## config.mk

```make
export PLATFORM = sky130hd
export DESIGN_NAME = strand_issue_scheduler
export DESIGN_NICKNAME = d
export VERILOG_FILES = /design/src/rtl/strand_issue_scheduler_pkg.sv /design/src/rtl/strand_issue_scheduler_rr_arbiter.sv /design/src/rtl/strand_issue_scheduler.sv
export SDC_FILE = /design/constraint.sdc
export NUM_CORES = 1
export LEC_CHECK = 0
export ABC_AREA = 1
export BUFFER_PORTS_ARGS = -buffer_cell sky130_fd_sc_hd__clkbuf_2
export CORE_ASPECT_RATIO = 1.75
export CORE_MARGIN = 3
export CORE_UTILIZATION = 40
export DETAILED_ROUTE_END_ITERATION = 10
export PLACE_DENSITY = 0.65
export SYNTH_ARGS = -nofsm -noshare
export SYNTH_HDL_FRONTEND = slang
export SYNTH_SLANG_ARGS = --single-unit
```

## constraint.sdc

```tcl
create_clock -name clk -period 4.3 [get_ports clk]
set_input_delay 0.43 -clock clk [delete_from_list [all_inputs] [get_ports clk]]
set_output_delay 0.43 -clock clk [all_outputs]
set_load 0.02 [all_outputs]
```

## src/rtl/strand_issue_scheduler_pkg.sv

```systemverilog
// Shared strand-count constants for the issue scheduler, plus the helper that
// sizes the per-strand hold-off counters.
package strand_issue_scheduler_pkg;

    localparam int STRANDS_PER_CORE    = 4;
    localparam int STRAND_INDEX_WIDTH  = 2;
    localparam int LONG_LATENCY_CYCLES = 3;

    function automatic int hold_width(input int latency);
        return $clog2(latency + 1);
    endfunction

endpackage

```

## src/rtl/strand_issue_scheduler_rr_arbiter.sv

```systemverilog
// Combinational round-robin picker: the first request strictly after the
// pointer wins, wrapping modulo N, so the last winner gets lowest priority.
module rr_arbiter #(
    parameter int N     = 4,
    parameter int IDX_W = 2
) (
    input  logic [N-1:0]     req,
    input  logic [IDX_W-1:0] pointer,
    output logic [N-1:0]     grant,
    output logic [IDX_W-1:0] index,
    output logic             any
);

    logic [IDX_W-1:0] cand;

    always_comb begin
        grant = '0;
        index = '0;
        any   = 1'b0;
        cand  = '0;
        for (int k = 1; k <= N; k++) begin
            cand = IDX_W'((int'(pointer) + k) % N);
            if (!any && req[cand]) begin
                any         = 1'b1;
                grant[cand] = 1'b1;
                index       = cand;
            end
        end
    end

endmodule

```

## src/rtl/strand_issue_scheduler.sv

```systemverilog
// Picks one eligible strand per cycle for decode, with round-robin fairness,
// long-latency hold-off, suspend/resume parking and rollback squash.
module strand_issue_scheduler
    import strand_issue_scheduler_pkg::*;
#(
    parameter int STRANDS      = STRANDS_PER_CORE,
    parameter int IDX_W        = STRAND_INDEX_WIDTH,
    parameter int LONG_LATENCY = LONG_LATENCY_CYCLES
) (
    input  logic               clk,
    input  logic               reset,
    input  logic [STRANDS-1:0] cr_strand_enable,
    input  logic [STRANDS-1:0] if_instruction_valid,
    input  logic [STRANDS-1:0] if_long_latency,
    output logic [STRANDS-1:0] ss_instruction_req,
    output logic               ss_valid,
    output logic [IDX_W-1:0]   ss_strand,
    input  logic               ds_stall,
    input  logic [STRANDS-1:0] suspend_strand,
    input  logic [STRANDS-1:0] resume_strand,
    input  logic [STRANDS-1:0] rb_rollback
);

    localparam int HOLD_W = hold_width(LONG_LATENCY);

    logic [STRANDS-1:0] suspended;
    logic [HOLD_W-1:0]  hold [STRANDS];
    logic [STRANDS-1:0] hold_busy;
    logic [STRANDS-1:0] eligible;
    logic [STRANDS-1:0] arb_req;
    logic [STRANDS-1:0] grant;
    logic [IDX_W-1:0]   pointer;
    logic [IDX_W-1:0]   grant_idx;
    logic               grant_any;

    always_comb begin
        hold_busy = '0;
        for (int i = 0; i < STRANDS; i++) begin
            hold_busy[i] = (hold[i] != '0);
        end
    end

    assign eligible = cr_strand_enable & if_instruction_valid & ~suspended
                    & ~hold_busy & ~rb_rollback;

    // A stalled decode stage suppresses every request so nothing is popped.
    assign arb_req = ds_stall ? '0 : eligible;

    rr_arbiter #(
        .N     (STRANDS),
        .IDX_W (IDX_W)
    ) u_arbiter (
        .req     (arb_req),
        .pointer (pointer),
        .grant   (grant),
        .index   (grant_idx),
        .any     (grant_any)
    );

    assign ss_instruction_req = grant;

    // A fresh grant replaces whatever was registered; otherwise a rollback of
    // the registered strand squashes it even while decode is stalled.
    always_ff @(posedge clk or posedge reset) begin
        if (reset) begin
            ss_valid  <= 1'b0;
            ss_strand <= '0;
            pointer   <= '0;
        end else if (grant_any) begin
            ss_valid  <= 1'b1;
            ss_strand <= grant_idx;
            pointer   <= grant_idx;
        end else if (ss_valid && rb_rollback[ss_strand]) begin
            ss_valid  <= 1'b0;
        end else if (!ds_stall) begin
            ss_valid  <= 1'b0;
        end
    end

    // Disable and rollback both wipe a strand's parking state outright.
    always_ff @(posedge clk or posedge reset) begin
        if (reset) begin
            suspended <= '0;
            for (int i = 0; i < STRANDS; i++) begin
                hold[i] <= '0;
            end
        end else begin
            for (int i = 0; i < STRANDS; i++) begin
                if (!cr_strand_enable[i] || rb_rollback[i]) begin
                    suspended[i] <= 1'b0;
                    hold[i]      <= '0;
                end else begin
                    if (suspend_strand[i]) begin
                        suspended[i] <= 1'b1;
                    end else if (resume_strand[i]) begin
                        suspended[i] <= 1'b0;
                    end
                    if (grant[i] && if_long_latency[i]) begin
                        hold[i] <= HOLD_W'(LONG_LATENCY);
                    end else if (hold_busy[i]) begin
                        hold[i] <= hold[i] - HOLD_W'(1);
                    end
                end
            end
        end
    end

    assert property (@(posedge clk) disable iff (reset) $onehot0(ss_instruction_req));
    assert property (@(posedge clk) disable iff (reset) (ss_instruction_req & ~eligible) == '0);

endmodule

```

==> results of run 1 <==
==> cell families after synthesis <==
family	count (synthesis)	share of synthesized area (%)
xor+xnor	1	0.6441
simple gates	130	48.76
flops	15	27.60
fa+ha+maj	11	10.12
buf+inv	35	9.659
compound gates	8	3.220
==> synthesized netlist by cell type (all sizes together) <==
library cell  number  share of area (%)
o2111ai            1               0.64
dfrtp             15                 28
nor2              24                7.7
inv               34                9.4
o21ai              2               0.74
nand2             68                 25
xor2               1               0.64
clkinv             1               0.28
nand3             32                 14
nand4              6                2.8
a21oi              5                1.8
ha                11                 10
==> power by group <==
| part | switching, W | total, W | internal [W] |
|---|---|---|---|
| Sequential | 0.0000375 | 0.000206 | 0.000169 |
| Clock | 0.0000511 | 0.000117 | 0.0000657 |
| Combinational | 0.000309 | 0.000463 | 0.000154 |
| Total | 0.000397 | 0.000786 | 0.000389 |
==> registers in the layout (all words and copies together), names as in the netlist <==
register   flops
hold           8
suspended      4
pointer        2
ss_valid       1
==> stage by stage <==
step	cells	hold WS (ps)
after global routing	280	279.6
after detailed placement	276	499.0
after floorplan	200	331.5
after global placement	276	495.1
final	280	215.8
after CTS	280	244.0
==> layer usage <==
| metal | vias to the layer above | wire length (um) |
|---|---|---|
| li1 | 701 | - |
| met3 | 6 | 95 |
| met2 | 24 | 1744 |
| met1 | 582 | 1139 |
| met4 | 0 | 70 |
| met5 | - | 0 |
==> area by class of cell <==
cell class / count / share of cell area, %
multi-input combinational: 150 / 52.54
sequential: 15 / 23.11
timing repair buffer: 33 / 10.17
inverter: 35 / 8.089
tap: 43 / 3.313
clock buffer: 4 / 2.773
==> worst max-delay path, stage by stage (launching register included) <==
cell and delay (ps):
dfrtp_1 520, inv_1 240, ha_1 380, inv_1 120, nand3_2 100, nand2_4 120
nand3_2 110, nor2_1 130, nor2_1 60, nand2_2 80, clkbuf_2 170
==> worst paths after layout <==
path                                        startpoint                       end  slack, ps  cells after the start
worst max register to register  pointer[1]$_DFFE_PP0P_       hold[6]$_DFFE_PP0P_       2060                     14
worst max-delay path            pointer[1]$_DFFE_PP0P_     ss_instruction_req[3]       1580                     10
min in group clk                     suspend_strand[1]  suspended[1]$_DFFE_PP0P_        390                      3
worst min-delay path                             reset  suspended[3]$_DFFE_PP0P_        220                      2
worst min register to register     hold[5]$_DFFE_PP0P_       hold[5]$_DFFE_PP0P_        510                      2
max in group asynchronous                        reset  suspended[0]$_DFFE_PP0P_       3700                      2
==> run_results.csv, run 1 <==
group,metric,value,unit
cells_and_area,num_antenna_cells,0,
critical_path,cp_data_arrival_time,2290,ps
clock_tree,ctsRootBufferMaster,"clkbuf_8",
run,timing.max_cap.violations,0,
timing,setup-tns-final,0,ps
die,floorplan.die_area,0.004163,mm2
placement,placed_area,0.001579,mm2
placement,numPortBuffers,33,
power,p_total,0.0007860,W
synthesis,yosysSeqAreaShare,27.60,%
clock_tree,cts_tree,"done",
timing,post-route-min-period,2722,ps
power,cellPowerDensity,483.9,mW/mm2
synthesis,syn_nets,238,
global_route,largest_net_degree_at_the_start_of_global_routing,16,
routing,drt_pass1_iterations,4,
timing,final.period_utilization,63.29,%
placement,place.gp.congestion,0.8667,
timing,worst_clock_skew,2.622,ps
timing,fmax,367.4,MHz
die,start_util,42.38,%
cells_and_area,multi_input_comb_area,853.3,um2
timing,post-route-worst-setup-slack,1578,ps
routing,dr_total_vias,1313,
synthesis,netlist_instances,200,
timing,timing.final.setup_violations,0,
cells_and_area,syn2layout_area_growth,19.41,%
clock_tree,clkTransAtPathRegs,60,ps
worst_hold_path,hold_path.class,"input port to async pin",
routing,detailed_route_wl,3049,um
global_route,use_met1,16.29,%
timing,rsz0062_at_grt,"no",
clock_tree,clock_path_buffers,2,
timing,timing.final.max_slew_violations,0,
timing,finalHoldViolCount,0,
clock_tree,cts_resized,0,
cells_and_area,n_fill_cell,378,
global_route,grt_remaining_overflow,0,
die,dieWidth,50.08,um
global_route,globalRoute.busiestLayer,"met2",
cells_and_area,drive_above_1_share,29.11,%
clock_tree,cts.sinks,15,
clock_tree,cts-buffers-inserted,3,
cells_and_area,layout_commonest_cell,"nand2_1",
timing,tightest_slew,584.9,ps
global_route,gr-usage-all-layers,16.22,%
cells_and_area,regArea,375.4,um2
synthesis,synth.cell_area,0.001360,mm2
critical_path,worstSetupEndpointType,"output pin",
global_route,globalRouteMet2Util,31.31,%
critical_path,crit_type,"register to output pin",
die,io_pins,34,
routing,ant_nets,0,
die,row_count,27,
placement,place_hpwl,2690,um
synthesis,synthesis.area_per_instance,6.800,um2
timing,relSlewSlack,60.96,%
power,cellLeakagePower,0.9625,nW
cells_and_area,finalNetCount,276,
cells_and_area,finalInstanceArea,0.001624,mm2
clock_tree,clock_latency,250,ps
cells_and_area,layout.cells.most_common_list,"nand2_1, clkbuf_2, inv_1, nand3_1, nor2_1",
clock_tree,deepest_level_of_the_cts_h_tree,1,
critical_path,worstSetupStartpointType,"register",
cells_and_area,final_util,50.60,%
global_route,global_route_wire_length_before_repair,5347,um
clock_tree,post_cts_buffers,0,
routing,drt-initial-drc-count,10,
global_route,number_of_antenna_violations_at_the_first_check_in_global_routing,0,
clock_tree,hold_buffers,0,
synthesis,synth-warning-count,0,
global_route,first_global_vias,1324,
die,floorplan.die.height,83.14,um
die,placeableCoreArea,0.003209,mm2
routing,avgViaCountPerCell,4.689,
power,ir_worst_vdd,340.3,uV
placement,preCtsSetupSlack,1858,ps
routing,route.detailed.drc,0,
critical_path,cp_max_fo,10,
global_route,gr-usage-met3,2.154,%
critical_path,critical_path_required,3870,ps
run_status,outcome,"completed",
synthesis,yosys_register_bits,15,
synthesis,yosys.cell_types.count,18,
routing,route.detailed.wl_per_inst,10.89,um
Power figures use the tool's default switching activity.
==> run 2: changes to the inputs <==
ABC_AREA = 0   (was 1)
PLACE_DENSITY = 0.67   (was 0.65)
clock period = 2.3 ns   (was 4.3 ns; I/O delays follow)
==> run_results.csv, run 2 <==
group,metric,value,unit
timing,post-route-min-period,2571,ps
timing,timing.final.max_slew_violations,0,
synthesis,yosysSeqAreaShare,27.83,%
clock_tree,clock_path_buffers,2,
global_route,grt_remaining_overflow,0,
worst_hold_path,hold_path.class,"input port to async pin",
cells_and_area,largest_register_ffs,8,
critical_path,cp-endpoint,"ss_instruction_req[2]",
synthesis,netlist.area_leader.share,27.83,%
timing,post-route-worst-setup-slack,-270.7,ps
timing,tightest_slew,618.7,ps
critical_path,worstReg2RegStart,"pointer[0]$_DFFE_PP0P_",
routing,drt-initial-drc-count,51,
global_route,first_global_vias,1485,
global_route,largest_net_degree_at_the_start_of_global_routing,16,
cells_and_area,finalNetCount,266,
placement,placed_area,0.001793,mm2
timing,finalHoldViolCount,0,
routing,detailed_route_wl,4479,um
synthesis,synth-warning-count,0,
critical_path,cell_by_cell_trace_of_the_critical_path,"clkinvlp_4 > ha_4 > or3b_4 > a2111oi_4 > a41oi_2 > o311ai_4 > a32oi_4 > nand2_2 > buf_8",
routing,route.detailed.drc,0,
die,placeableCoreArea,0.003176,mm2
cells_and_area,syn2layout_area_growth,65.96,%
synthesis,synth_ff_type,"dfrtp_1",
timing,final.period_utilization,111.8,%
timing,rsz0062_at_grt,"yes",
critical_path,capturing_point_of_the_worst_reg2reg_path,"hold[2]$_DFFE_PP0P_",
critical_path,startpoint_of_the_most_critical_setup_path,"pointer[0]$_DFFE_PP0P_",
timing,timing.final.setup_violations,8,
clock_tree,cts.sinks,15,
cells_and_area,finalInstanceArea,0.002238,mm2
synthesis,yosys.cell_types.count,41,
cells_and_area,final_util,70.49,%
power,ir_worst_vdd,573.2,uV
timing,setup-tns-final,-1314,ps
critical_path,crit_type,"register to output pin",
critical_path,cp_max_fo,4,
clock_tree,cts-buffers-inserted,3,
cells_and_area,n_fill_cell,254,
placement,numPortBuffers,33,
clock_tree,clkTransAtPathRegs,70,ps
die,io_pins,34,
placement,place_hpwl,3077,um
timing,relSlewSlack,58.71,%
run_status,outcome,"finished with violations",
global_route,gr-usage-all-layers,20.55,%
run,timing.max_cap.violations,0,
global_route,global_route_wire_length_before_repair,6596,um
die,row_count,27,
critical_path,worstSetupEndpointType,"output pin",
routing,dr_total_vias,1476,
critical_path,worst-r2r-setup-slack,-140,ps
power,p_total,0.001661,W
placement,dpl.cell_count,250,
clock_tree,deepest_level_of_the_cts_h_tree,1,
synthesis,syn_nets,191,
clock_tree,ctsRootBufferMaster,"clkbuf_8",
routing,avgViaCountPerCell,5.467,
die,floorplan.die_area,0.004132,mm2
critical_path,cp_slowest_stage_delay,400,ps
timing,worst_clock_skew,5.174,ps
die,dieWidth,49.90,um
cells_and_area,top_register,"hold",
synthesis,synth_top_cells_by_count,"inv_1, dfrtp_1, nand2_1",
synthesis,synth_top_cells_by_area,"dfrtp_1, ha_1, inv_1",
run_status,failed_checks,"setup timing",
synthesis,synth_async_sr_flop_share,100.0,%
routing,drt_pass1_iterations,5,
cells_and_area,drive_above_1_share,55.51,%
routing,ant_nets,0,
critical_path,cp_data_arrival_time,2340,ps
synthesis,most_common_cell_in_the_netlist,"inv_1",
critical_path,critical_path_required,2070,ps
timing,fmax,389.0,MHz
synthesis,netlist_instances,153,
critical_path,slowest_stage,"dfrtp_2",
synthesis,yosys_register_bits,15,
synthesis,edff_count_synth,0,
synthesis,post-synth-top-area-cell,"dfrtp_1",
placement,place.gp.congestion,0.8364,
critical_path,worst-r2r-cell-count,12,
die,start_util,42.47,%
cells_and_area,layout.cells.most_common_list,"buf_4, clkbuf_2, inv_1, dfrtp_1",
synthesis,synthesis.area_per_instance,8.816,um2
critical_path,worstSetupStartpointType,"register",
die,floorplan.die.height,82.82,um
cells_and_area,num_antenna_cells,0,
cells_and_area,layoutNonFillerInstCount,270,
power,cellLeakagePower,0.9621,nW
cells_and_area,layout_commonest_cell,"buf_4",
global_route,number_of_antenna_violations_at_the_first_check_in_global_routing,0,
routing,route.detailed.wl_per_inst,16.59,um
clock_tree,clock_latency,260,ps
power,cellPowerDensity,741.9,mW/mm2
clock_tree,cts_tree,"done",
synthesis,synth.cell_area,0.001349,mm2
cells_and_area,largestRegisters,"hold x8, suspended x4, pointer x2",
## run 2: where the power goes
group	leakage, nW	switching [W]	total [W]	internal, W
sequential	0.199	0.0000239	0.000322	0.000298
combinational	0.738	0.000595	0.00110	0.000508
clock	0.0255	0.000114	0.000235	0.000121
## run 2: worst min path at each step
stage	from	slack (ps)	to	cells after the start
floorplan	reset	130	hold[0]$_DFFE_PP0P_	1
global placement	reset	310	suspended[0]$_DFFE_PP0P_	2
CTS	reset	50	hold[7]$_DFFE_PP0P_	2
global route	reset	60	hold[7]$_DFFE_PP0P_	2
finish	reset	20	hold[7]$_DFFE_PP0P_	2
detailed placement	reset	330	suspended[0]$_DFFE_PP0P_	2
## run 2: area by class of cell
type / instances / area [um2] / area share [%]
flip-flops and latches: 15 / 377.9 / 16.88
repair buffers: 72 / 521.8 / 23.31
clock buffers: 3 / 41.29 / 1.845
clock inverters: 1 / 5.005 / 0.2236
well taps: 43 / 53.80 / 2.404
multi-input cells: 119 / 1171 / 52.32
inverters: 17 / 67.56 / 3.018
## run 2: per-layer routing
metal	up-vias	part of all wire (%)	track usage [%]	wire, um
met2	68	58	38.12	2586
li1	696	-	-	-
met5	-	0	0	0
met4	0	3.3	8.816	150
met3	17	5.0	2.513	226
met1	695	34	22.40	1516
## run 2: timing repair
item	CTS	global route
gates cloned	0	0
setup endpoints to repair	4	12
gates resized for setup	24	36
pin swaps	16	18
buffers inserted	14	4
hold buffers	0	0
## run 2: critical path, delay by kind of cell, from the launching register on
kind,cells,cell delay (ps)
and+or+nand+nor,2,500
DFF,1,400
buffers and inverters,2,220
adders and majority gates,1,290
AOI/OAI and AO/OA,4,660
## run 2: cells by family (layout without fill, tap and decap cells)
kind of cell / Yosys count / after routing / synth area share (%)
compound gates: 42 / 42 / 24.03
xor+xnor: 5 / 5 / 3.247
mux: 6 / 6 / 6.308
flops: 15 / 15 / 27.83
fa+ha+maj: 11 / 11 / 10.20
simple gates: 55 / 55 / 22.45
buf+inv: 19 / 93 / 5.936
## run 2: metrics by stage
| step | setup WS [ps] | hold WS, ps |
|---|---|---|
| 6_report | -270.7 | 17.60 |
| 5_1_grt | -365.6 | 56.64 |
| 4_1_cts | -222.8 | 54.52 |
| 3_5_place_dp | -59.50 | 331.7 |
| 3_3_place_gp | -37.58 | 312.5 |
| 2_1_floorplan | -135.9 | 131.3 |
==> run 3: changes to the inputs <==
PLACE_DENSITY = 0.74   (was 0.67)
==> run_results.csv, run 3 (synthesis gave the netlist of run 2 again) <==
group,metric,value,unit
global_route,globalRouteMet2Util,34.98,%
timing,relSlewSlack,58.56,%
timing,finalHoldViolCount,0,
clock_tree,clkTransAtPathRegs,60,ps
critical_path,cp_data_arrival_time,2310,ps
critical_path,critical_path_required,2070,ps
critical_path,worstReg2RegStart,"pointer[0]$_DFFE_PP0P_",
worst_hold_path,hold_path.class,"input port to async pin",
global_route,use_met1,19.43,%
cells_and_area,largestRegisters,"hold x8, suspended x4, pointer x2",
critical_path,worstSetupStartpointType,"register",
power,ir_worst_vdd,740.8,uV
global_route,number_of_antenna_violations_at_the_first_check_in_global_routing,0,
clock_tree,hold_buffers,0,
routing,route.detailed.drc,0,
timing,post-route-min-period,2540,ps
critical_path,cell_by_cell_trace_of_the_critical_path,"clkinvlp_4 > ha_4 > or3b_4 > a2111oi_4 > a41oi_2 > o311ai_4 > a32oi_2 > nand2_2 > buf_8",
timing,worst_clock_skew,3.678,ps
die,placeableCoreArea,0.003176,mm2
cells_and_area,largest_register_ffs,8,
cells_and_area,layout.cells.most_common_list,"clkbuf_2, buf_4, inv_1, dfrtp_1, ha_1",
timing,fmax,393.7,MHz
power,p_int,0.0008761,W
placement,place_hpwl,2804,um
clock_tree,cts-buffers-inserted,3,
cells_and_area,top_register,"hold",
clock_tree,deepest_level_of_the_cts_h_tree,1,
routing,dr_total_vias,1375,
routing,detailed_route_wl,3650,um
global_route,globalRoute.busiestLayer,"met2",
timing,tightest_slew,620.9,ps
clock_tree,cts.sinks,15,
global_route,gr-usage-met3,1.975,%
global_route,grt_remaining_overflow,0,
cells_and_area,finalInstanceArea,0.001982,mm2
placement,preCtsSetupSlack,-110.5,ps
clock_tree,clock_path_buffers,2,
die,io_pins,34,
run,timing.max_cap.violations,0,
power,total_switching_power,0.0006139,W
die,dieWidth,49.90,um
critical_path,worstSetupEndpointType,"output pin",
die,row_count,27,
power,cellLeakagePower,0.9120,nW
cells_and_area,syn2layout_area_growth,46.94,%
power,power_frac_clock,15.0,%
routing,drt-initial-drc-count,27,
critical_path,cp_slowest_stage_delay,390,ps
critical_path,capturing_point_of_the_worst_reg2reg_path,"hold[3]$_DFFE_PP0P_",
timing,final.period_utilization,110.4,%
die,floorplan.die.height,82.82,um
clock_tree,clock_latency,250,ps
routing,avgViaCountPerCell,5.268,
critical_path,crit_type,"register to output pin",
critical_path,startpoint_of_the_most_critical_setup_path,"pointer[0]$_DFFE_PP0P_",
global_route,first_global_vias,1439,
global_route,gr-usage-all-layers,18.72,%
power,cellPowerDensity,751.8,mW/mm2
timing,rsz0062_at_grt,"yes",
routing,ant_nets,0,
die,floorplan.die_area,0.004132,mm2
power,pwr-share-comb,63.5,%
die,start_util,42.47,%
clock_tree,cts_tree,"done",
critical_path,cp-endpoint,"ss_instruction_req[0]",
routing,drt_pass1_iterations,4,
timing,post-route-worst-setup-slack,-240.0,ps
power,power.sequential.fraction,21.6,%
timing,timing.final.setup_violations,4,
power,swShare,41.20,%
placement,place.gp.congestion,0.8678,
global_route,largest_net_degree_at_the_start_of_global_routing,16,
placement,numPortBuffers,33,
cells_and_area,num_antenna_cells,0,
run_status,outcome,"finished with violations",
run_status,failed_checks,"setup timing",
critical_path,worst-r2r-cell-count,9,
timing,timing.final.max_slew_violations,0,
cells_and_area,drive_above_1_share,43.58,%
routing,route.detailed.wl_per_inst,13.98,um
cells_and_area,finalNetCount,257,
cells_and_area,n_fill_cell,285,
placement,placed_area,0.001800,mm2
critical_path,cp_max_fo,4,
critical_path,slowest_stage,"dfrtp_2",
global_route,global_route_wire_length_before_repair,6051,um
critical_path,worst-r2r-setup-slack,60,ps
clock_tree,ctsRootBufferMaster,"clkbuf_8",
-- run 3: how the worst min path moves through the flow --
stage | to | startpoint | slack, ps | cells after the start
CTS | suspended[2]$_DFFE_PP0P_ | reset | 50 | 2
finish | hold[6]$_DFFE_PP0P_ | reset | 20 | 2
detailed placement | suspended[2]$_DFFE_PP0P_ | reset | 320 | 2
floorplan | hold[0]$_DFFE_PP0P_ | reset | 130 | 1
global route | hold[6]$_DFFE_PP0P_ | reset | 60 | 2
global placement | suspended[2]$_DFFE_PP0P_ | reset | 320 | 2
-- run 3: metrics by stage --
stage / power, W / instances / utilization, % / setup TNS (ps) / hold slack (ps)
6_report: 0.001490 / 261 / 62.41 / -896.9 / 22.99
5_1_grt: 0.001577 / 261 / 62.41 / -1613 / 61.29
4_1_cts: 0.001463 / 263 / 62.73 / -830.6 / 52.79
3_5_place_dp: 0.001134 / 251 / 56.70 / -569.3 / 323.9
3_3_place_gp: 0.001129 / 251 / 56.70 / -62.85 / 323.7
2_1_floorplan: 0.0008703 / 153 / - / -491.0 / 131.3
-- run 3: what timing repair did --
action | CTS | global route
endpoints found under the setup margin | 10 | 12
setup buffers | 8 | 1
resized for setup | 18 | 4
pin swaps | 15 | 14
-- run 3: area by class of cell --
class | count | area [um2] | share of cell area, %
repair buffers | 63 | 442.9 | 22.35
multi-input cells | 119 | 994.7 | 50.19
clock buffers | 4 | 45.04 | 2.273
well taps | 43 | 53.80 | 2.715
flip-flops and latches | 15 | 377.9 | 19.07
inverters | 17 | 67.56 | 3.409
-- run 3: layer usage --
metal / vias to the layer above / routed length [um]
met5: - / 0
met4: 0 / 174
met3: 13 / 88
met2: 33 / 2001
met1: 649 / 1386
li1: 680 / -
-- run 3: power groups by stage --
stage | clock network, W | registers (W) | logic [W]
floorplan | 0 | 0.000366 | 0.000504
global placement | 0 | 0.000324 | 0.000805
detailed placement | 0 | 0.000325 | 0.000810
CTS | 0.000228 | 0.000321 | 0.000913
global route | 0.000237 | 0.000325 | 0.00102
finish | 0.000223 | 0.000321 | 0.000946
-- run 3: worst max-delay path: cells and delay by family, from the launching register on --
family	cells	cell delay, ps
AO/OA/AOI/OAI	4	660
AND/OR/NAND/NOR	2	510
flip-flops	1	390
adder cells (fa/ha/maj)	1	280
buffers and inverters	2	220
